File: src/rtl/display_mux_ctrl.sv
// Two-digit seven-segment multiplexer with blanking gaps; captures the operand
// pair once per frame so the digits and the LED sum always show the same values.
module display_mux_ctrl #(
  parameter int unsigned REFRESH_CNT = 20000,
  parameter int unsigned BLANK_CNT   = 200
) (
  input  logic       clk,
  input  logic       reset,
  input  logic [3:0] s0,
  input  logic [3:0] s1,
  input  logic       blank,
  output logic [3:0] digit,
  output logic       an0_n,
  output logic       an1_n,
  output logic [4:0] sum,
  output logic       frame_tick
);

  localparam int unsigned MAX_CNT = (REFRESH_CNT > BLANK_CNT) ? REFRESH_CNT : BLANK_CNT;
  localparam int unsigned CW      = $clog2(MAX_CNT + 1);

  localparam logic [CW-1:0] BLANK_LAST   = CW'(BLANK_CNT - 1);
  localparam logic [CW-1:0] REFRESH_LAST = CW'(REFRESH_CNT - 1);

  typedef enum logic [1:0] {
    ST_BLANK0,
    ST_SHOW0,
    ST_BLANK1,
    ST_SHOW1
  } state_e;

  state_e        state_q;
  logic [CW-1:0] cnt_q;
  logic [CW-1:0] cnt_d;
  logic [3:0]    s0_q;
  logic [3:0]    s1_q;
  logic [3:0]    digit_q;
  logic          an0_q;
  logic          an1_q;
  logic [4:0]    sum_q;
  logic          tick_q;
  logic          blank_done;
  logic          show_done;

  assign cnt_d      = cnt_q + CW'(1);
  assign blank_done = (cnt_q == BLANK_LAST);
  assign show_done  = (cnt_q == REFRESH_LAST);

  // Frame sequencer; every output change happens on a state transition edge.
  always_ff @(posedge clk) begin
    if (reset) begin
      state_q <= ST_BLANK0;
      cnt_q   <= '0;
      s0_q    <= 4'h0;
      s1_q    <= 4'h0;
      digit_q <= 4'h0;
      an0_q   <= 1'b1;
      an1_q   <= 1'b1;
      sum_q   <= 5'h00;
      tick_q  <= 1'b0;
    end else begin
      tick_q <= 1'b0;
      unique case (state_q)
        ST_BLANK0: begin
          if (blank_done) begin
            state_q <= ST_SHOW0;
            cnt_q   <= '0;
            s0_q    <= s0;
            s1_q    <= s1;
            sum_q   <= 5'(s0) + 5'(s1);
            digit_q <= s0;
            an0_q   <= 1'b0;
            tick_q  <= 1'b1;
          end else begin
            cnt_q <= cnt_d;
          end
        end
        ST_SHOW0: begin
          if (show_done) begin
            state_q <= ST_BLANK1;
            cnt_q   <= '0;
            an0_q   <= 1'b1;
            digit_q <= 4'h0;
          end else begin
            // Hold the latched operand; live s0 is ignored until the next capture.
            cnt_q   <= cnt_d;
            digit_q <= s0_q;
          end
        end
        ST_BLANK1: begin
          if (blank_done) begin
            state_q <= ST_SHOW1;
            cnt_q   <= '0;
            digit_q <= s1_q;
            an1_q   <= 1'b0;
          end else begin
            cnt_q <= cnt_d;
          end
        end
        ST_SHOW1: begin
          if (show_done) begin
            state_q <= ST_BLANK0;
            cnt_q   <= '0;
            an1_q   <= 1'b1;
            digit_q <= 4'h0;
          end else begin
            cnt_q <= cnt_d;
          end
        end
        default: begin
          state_q <= ST_BLANK0;
          cnt_q   <= '0;
        end
      endcase
    end
  end

  // blank only gates the anodes, with no added latency.
  assign an0_n      = an0_q | blank;
  assign an1_n      = an1_q | blank;
  assign digit      = digit_q;
  assign sum        = sum_q;
  assign frame_tick = tick_q;

endmodule

File: config.mk
export PLATFORM = sky130hd
export DESIGN_NAME = display_mux_ctrl
export DESIGN_NICKNAME = d
export VERILOG_FILES = /design/src/rtl/display_mux_ctrl.sv
export SDC_FILE = /design/constraint.sdc
export NUM_CORES = 1
export LEC_CHECK = 0
export CORE_MARGIN = 2
export CORE_UTILIZATION = 35
export CTS_CLUSTER_SIZE = 12
export DETAILED_ROUTE_END_ITERATION = 10
export DONT_BUFFER_PORTS = 1
export HOLD_SLACK_MARGIN = 0.08
export PLACE_DENSITY = 0.48
export SLEW_MARGIN = 20
export SYNTH_ARGS = -nofsm -noshare
export SYNTH_HDL_FRONTEND = slang
export SYNTH_SLANG_ARGS = --single-unit
File: constraint.sdc
create_clock -name clk -period 1.95 [get_ports clk]
set_clock_uncertainty 0.1 [all_clocks]
set_input_delay 0.0975 -clock clk [delete_from_list [all_inputs] [get_ports clk]]
set_output_delay 0.0975 -clock clk [all_outputs]
set_load 0.005 [all_outputs]
==> impl_results.md, run 1 <==
* Status: complete, but fails checks
* Failing checks: negative hold slack, negative setup slack
* Chip Height at 78.9 um
* Power Density at just over 700 nW/um^2
* Clk root buf: clkbuf_8
* Vias per cell at ~5.3
* Fin crit period at around 2000 ps
* Antenna violations before repair at 0
* Core Region at approximately 5500 um^2
* Wirelength per Cell at ~15 um
* Slew Viols, Final at 0
* Final cycle utilization of the critical path at 101%
* Ys async rst share at 0%
* Rel. slew slack at between 70% and 80%
* Iter 0 DRT Violations at ~50
* #FFs+latches synth at 37
* Number of H-tree levels at 2
* EDFF count, synth at 0
* Clock Latency Late Sink at 290 ps
* Initial core utilization at roughly 36%
* Post-synth top area share at 37.7%
* Syn Inst Count at between 200 and 250
* RSZ-0062 raised after global routing: true
* Final nets at 280
* CP max stage delay at 480 ps
* CTS Buf Count at 5
* Crit. End Element: flip-flop
* # IOs at 23
* Total grt overflow at 0
* Critical Path RT at between 2000 and 2500 ps
* Die Wd at 78.9 um
* Synth area leader: dfxtp_1
* Placer congestion estimate at ~0.78
* Clock slew seen by the registers of the worst setup and hold paths at about 70 ps
* Diode count at 0
* Crit-path max FO at 5
* CTS Buffer Depth at 2
* Most common cell in the synthesized netlist: dfxtp_1
* Die Area at 6230 um^2
* Worst slew pin tran at roughly 440 ps
* Post-synthesis cell area at 1970 um^2
* Dpl ws at -94.8 ps
* Largest net degree at the start of global routing at 21
* Final wirelength at between 5000 and 6000 um
* Site Rows at 27
* Crit path DAT at between 2000 and 2500 ps
* DR pass1 iterations at 4
* Area contributors post-synth: dfxtp_1 (38%), ha_1 (6.4%), a21oi_1 (5.3%)
* DP HPWL at 3580 um
* Hold_ws at -232 ps
* R2r setup slk at -20 ps
* VDD IR-drop max at just under 0.3 mV
* Clock sink count at 37
* Area grow syn2layout at 27.3%
* IO buf count at 0
* Number of global-route vias before repair at roughly 1800
* CP Cell Sequence: ha_4, or4b_4, nor4_4, buf_6, buf_4, nor3_1, a2111oi_2
* DRC Markers at 0
* Worst min path class: input port to flip-flop
* Hold path depth at 1
* Worst Hold Endpoint: state_q[1]
* Post-synthesis sequential area ratio at 37.7%
* Syn. warnings at 0
* Startpoint types: flip-flop
* Commonest cells in the netlist: dfxtp_1 (37), nor2_1 (22), a21oi_1 (21), nand3_1 (15), o21ai_0 (12)
* Achievable Freq at 507 MHz
* Final Setup Violations at 1
* Setup TNS at -23.8 ps
* Hold Buf Count CTS at 1
* Critical register-to-register path startpoint: cnt_q[1]
* Crit path kind: flip-flop to flip-flop
* Share of post-route cells with drive strength above 1 at 30.5%
* Net count after synthesis at roughly 250
* Most common flop cell mapped by yosys: dfxtp_1
* Final Util at 45.7%
* Worst setup margin at -23.8 ps
* CP max-delay cell: or4b_4
* Vias at around 1800
* Antenna-violating nets left at 0
* Max-Cap Viols at 0
* CTS tree: built
* Count of cell types in the netlist at 44
* Mapped Avg Cell Area at between 8 and 9 um^2
* R2R Path End: digit[2]
* Number of fill cells in the layout at 560
* Total track usage at between 10% and 20%
* First-pass GRT wire length at 8540 um
* Hold Fails Final Rpt at 19
* Worst hold path startpoint: reset
* Lkg Pwr at between 0.0009 and 0.001 uW
* R2R depth at 7
-- worst max-delay path by stage --
stage                     startpoint         end  slack [ps]  depth (start not counted)
after global placement      cnt_q[9]  state_q[1]         -40                          6
after floorplan             cnt_q[1]    digit[1]          10                          6
final                       cnt_q[1]    digit[2]         -20                          7
after detailed placement    cnt_q[1]    digit[2]         -90                          6
after global routing        cnt_q[1]    digit[0]        -160                          7
after CTS                   cnt_q[1]    digit[0]         -40                          7
-- cell families (layout without fill, tap and decap cells) --
group,Yosys count,count (layout),synth area share [%]
buffers and inverters,19,55,4.65
AND/OR/NAND/NOR,88,88,26.1
flip-flops,37,37,37.7
adder cells (fa/ha/maj),11,11,7.38
AO/OA/AOI/OAI,55,55,18.4
XOR/XNOR,13,13,5.79
-- registers in the layout, indices dropped and copies added (netlist names) --
name,count
state_q,2
sum,5
s1_q,4
an0_q,1
frame_tick,1
digit,4
s0_q,4
an1_q,1
cnt_q,15
-- area by class of cell --
type                       count  area, um^2  share of cell area (%)
multi-input combinational    167        1240                    49.5
sequential                    37         744                    29.8
timing repair buffer          41         325                    13.0
tap                           72        90.1                    3.60
clock buffer                   6        72.6                    2.90
inverter                       6        22.5                   0.900
clock inverter                 2        10.0                   0.400
-- timing repair --
item / 4_1_cts / 5_1_grt
endpoints found under the hold margin: 22 / 19
setup buffers: 0 / 2
pin swaps: 7 / 18
endpoints found under the setup margin: 13 / 28
cloned: 1 / 0
resized for setup: 3 / 24
-- stage by stage --
stage	hold WS [ps]	cell area [um^2]	power [uW]	cells
after floorplan	149	1980	1090	223
after global placement	72.5	2280	1240	319
after detailed placement	70.4	2280	1240	319
after CTS	-241	2390	1760	329
after global routing	-249	2500	1890	331
final	-232	2500	1790	331
-- placed cells by master (no fill, tap or decap), types with 4 or more instances in the layout --
cell type  count
dfxtp_1       34
a21oi_2        8
inv_1          6
xnor2_1        5
buf_6          4
nand2_1        9
nand4_1        6
a21oi_1       13
nor2_1        22
nand3_1       11
nor3b_1        6
xor2_1         8
nor3_1         8
ha_1           9
buf_4         36
clkbuf_8       5
o21ai_0       12
-- layer usage --
metal  routed length, um  GRT usage (%)  vias to the layer above  part of all wire (%)
li1                    -              -                      898                     -
met1                2480           21.8                      831                    49
met2                2290           29.1                       25                    45
met3                 176           4.20                       10                   3.5
met4                  96           6.90                        0                   1.9
met5                   0              0                        -                     0
-- report_power, final --
group | switching (uW) | internal [uW] | leakage, uW | total, uW
sequential | 38.4 | 795 | 0.000300 | 834
clock | 278 | 248 | 0.0000450 | 526
combinational | 244 | 186 | 0.000593 | 430
-- critical path: cells and delay by family, from the launching register on --
family | cells | cell delay [ps]
AO/OA/AOI/OAI | 1 | 210
flip-flops | 1 | 350
AND/OR/NAND/NOR | 3 | 800
adder cells (fa/ha/maj) | 1 | 140
buffers and inverters | 2 | 270
Note: power is estimated with default switching activity, not from simulation.
==> run 2, diff against run 1 <==
Settings changed: PLACE_DENSITY 0.48 to 0.46.
Clock period 1.95 ns to 2.4 ns, I/O delays scaled along.
==> run 2 against run 1 <==
  * The run now ends clean
  * Register-to-register slack better by 190 ps
  * Power is 16% lower
  * Die area stayed put
  * Cell count is 6.6% lower
  * Non-clock buffer count is 22 lower
  * Worst setup slack better by 190 ps
  * Wire length is 6.8% lower
  * Sequential share of layout area is 2.7 points higher
  * Global-route usage is 1.3 points lower
  * Utilization is 4.1 points lower
  * Critical path depth is 1 lower
  * Clock power is 4.2% higher
  * Critical endpoint is now digit[1]
==> impl_results.md, run 2 (synthesis gave the netlist of run 1 again) <==
* Placer congestion estimate at 0.779 (was 0.784)
* Antenna-violating nets left at 0 (unchanged)
* Worst setup margin at 167 ps (was -23.8 ps)
* Rel. slew slack at 45.8% (was 70.7%)
* Startpoint types: flip-flop (unchanged)
* First-pass GRT wire length at 7970 um (was 8540 um)
* Worst hold path startpoint: s1[1] (was reset)
* Worst slew pin tran at 810 ps (was 440 ps)
* Iter 0 DRT Violations at 64 (was 49)
* Final Util at 41.7% (was 45.7%)
* Crit path kind: flip-flop to flip-flop (unchanged)
* Most flop-heavy register: cnt_q (unchanged)
* Placed cell area at 2070 um^2 (was 2280 um^2)
* Setup TNS at 0 ps (was -23.8 ps)
* Number of global-route vias before repair at 1679 (was 1754)
* Commonest cells after routing, fill and taps aside: dfxtp_1 (37), nor2_1 (22), a21oi_1 (21) (was buf_4 (36), dfxtp_1 (34), nor2_1 (22))
* Total track usage at 16.2% (was 17.5%)
* Max FFs per register at 15 (unchanged)
* R2R depth at 6 (was 7)
* Largest net degree at the start of global routing at 21 (unchanged)
* Area grow syn2layout at 16.0% (was 27.3%)
* Power Density at 662 nW/um^2 (was 715 nW/um^2)
* Max-Cap Viols at 0 (unchanged)
* Initial core utilization at 35.9% (unchanged)
* Final cycle utilization of the critical path at 93.0% (was 101%)
* Wirelength per Cell at 15.2 um (about the same)
* RSZ-0062 raised after global routing: false (was true)
* IO buf count at 0 (unchanged)
* DP HPWL at 3370 um (was 3580 um)
* Core Region at 5470 um^2 (unchanged)
* Clock sink count at 37 (unchanged)
* Post-CTS Setup Bufs at 0 (unchanged)
* Vias per cell at 5.56 (was 5.33)
* CP max-delay cell: or4b_4 (unchanged)
* CTS resizes at 0 (was 3)
* Antenna violations before repair at 0 (unchanged)
* Lkg Pwr at 0.000811 uW (was 0.000938 uW)
* Crit-path max FO at 20 (was 5)
* CP max stage delay at 500 ps (was 480 ps)
* Sw frac at 28.9% (was 31.3%)
* Clk root buf: clkbuf_8 (unchanged)
* Finished Cell Area at 2280 um^2 (was 2500 um^2)
* Hold Fails Final Rpt at 0 (was 19)
* R2r setup slk at 170 ps (was -20 ps)
* Worst min path class: input port to flip-flop (unchanged)
* Final nets at 258 (was 280)
* NetSw at 435 uW (was 560 uW)
* Vias at 1718 (was 1764)
* Fin crit period at 2230 ps (was 1970 ps)
* Crit path DAT at 2300 ps (was 2060 ps)
* DRC Markers at 0 (unchanged)
* CP Cell Sequence: ha_1, or4b_4, nor4_4, buf_12, nor3_1, a2111oi_1 (was ha_4, or4b_4, nor4_4, buf_6, buf_4, nor3_1, a2111oi_2)
* # IOs at 23 (unchanged)
* VDD IR-drop max at 0.321 mV (was 0.289 mV)
* Share of post-route cells with drive strength above 1 at 11.4% (was 30.5%)
* Die Area at 6230 um^2 (unchanged)
* Family with the most delay on the worst path: simple AND/OR/NAND/NOR gates (unchanged)
* Critical register-to-register path startpoint: cnt_q[0] (was cnt_q[1])
* Total power at 1510 uW (was 1790 uW)
* Total grt overflow at 0 (unchanged)
* Clock Power Share at 36.4% (was 29.4%)
* Achievable Freq at 448 MHz (was 507 MHz)
* Status: finished clean (was complete, but fails checks)
* Hold path depth at 3 (was 1)
* Final Setup Violations at 0 (was 1)
* Final wirelength at 4690 um (was 5040 um)
* Dpl ws at 159 ps (was -94.8 ps)
* Sequential power share at 44.9% (was 46.6%)
* Int Power at 1070 uW (was 1230 uW)
* DR pass1 iterations at 4 (unchanged)
* Clock slew seen by the registers of the worst setup and hold paths at 80 ps (was 70 ps)
* R2R Path End: digit[1] (was digit[2])
* CTS Buf Count at 5 (unchanged)
* CTS tree: built (unchanged)
* Commonest non-fill, non-tap cell in the layout: dfxtp_1 (was buf_4)
* Crit. End Element: flip-flop (unchanged)
* Clock Latency Late Sink at 290 ps (about the same)
* Critical Path RT at 2470 ps (was 2030 ps)
* CTS Buffer Depth at 2 (unchanged)
* Logic gate share of total power at 18.7% (was 24.0%)
* Die Wd at 78.9 um (unchanged)
* Number of H-tree levels at 2 (unchanged)
* Diode count at 0 (unchanged)
* Buf/Inv on CP at 1 (was 2)
* Worst Hold Endpoint: sum[1] (was state_q[1])
* Slew Viols, Final at 0 (unchanged)
* Number of fill cells in the layout at 572 (was 560)
* Site Rows at 27 (unchanged)
* Chip Height at 78.9 um (unchanged)
==> run 2: changes by cell type in the layout (fill, tap and decap cells not counted), sizes merged <==
cell         change
clkbuf           -1
clkinvlp         +1
clkinv           -1
dlygate4sd3      +8
bufinv           +1
buf             -30
==> run 2: worst reg2reg max path, stage by stage (launching register included) <==
cell and delay [ps]:
dfxtp_1 380, ha_1 240, or4b_4 500, nor4_4 270, buf_12 190, nor3_1 60, a2111oi_1 370
==> run 2: timing repair <==
item / in CTS / in global routing
hold buffers: 9 / 0
hold endpoints to repair: 21 / 0
endpoints found under the setup margin: 0 / 0
==> run 2: power groups by stage <==
stage / Sequential (uW) / Clock (uW) / Combinational (uW)
6_report: 677 / 548 / 283
4_1_cts: 678 / 568 / 286
5_1_grt: 683 / 598 / 312
2_1_floorplan: 682 / 0 / 201
3_3_place_gp: 690 / 0 / 261
3_5_place_dp: 693 / 0 / 267
==> run 2: worst max path at each step <==
stage                   from  endpoint  cells past startpoint
CTS                 cnt_q[0]  digit[1]                      6
finish              cnt_q[0]  digit[1]                      6
global route        cnt_q[0]  digit[1]                      6
detailed placement  cnt_q[0]  digit[1]                      6
global placement    cnt_q[0]  digit[3]                      6
floorplan           cnt_q[0]  digit[1]                      6
==> run 2: layout make-up <==
| cell class | count | area, um^2 | share of cell area [%] |
|---|---|---|---|
| clock inverters | 3 | 46.3 | 2.03 |
| well taps | 72 | 90.1 | 3.95 |
| repair buffers | 19 | 178 | 7.79 |
| flip-flops and latches | 37 | 741 | 32.5 |
| clock buffers | 5 | 68.8 | 3.02 |
| inverters | 6 | 22.5 | 0.988 |
| multi-input cells | 167 | 1130 | 49.7 |
==> run 2: routing by layer <==
| metal | track usage (%) | wire length [um] | vias up |
|---|---|---|---|
| met4 | 6.90 | 129 | 0 |
| met3 | 4.09 | 195 | 11 |
| met2 | 28.2 | 2260 | 34 |
| li1 | - | - | 854 |
| met5 | 0 | 0 | - |
| met1 | 18.9 | 2110 | 819 |
==> run 2: metrics by stage <==
stage / hold slack (ps) / cells
after floorplan: 172 / 223
after global placement: 92.7 / 292
after detailed placement: 94.9 / 292
after CTS: 91.0 / 309
after global routing: 124 / 309
final: 108 / 309
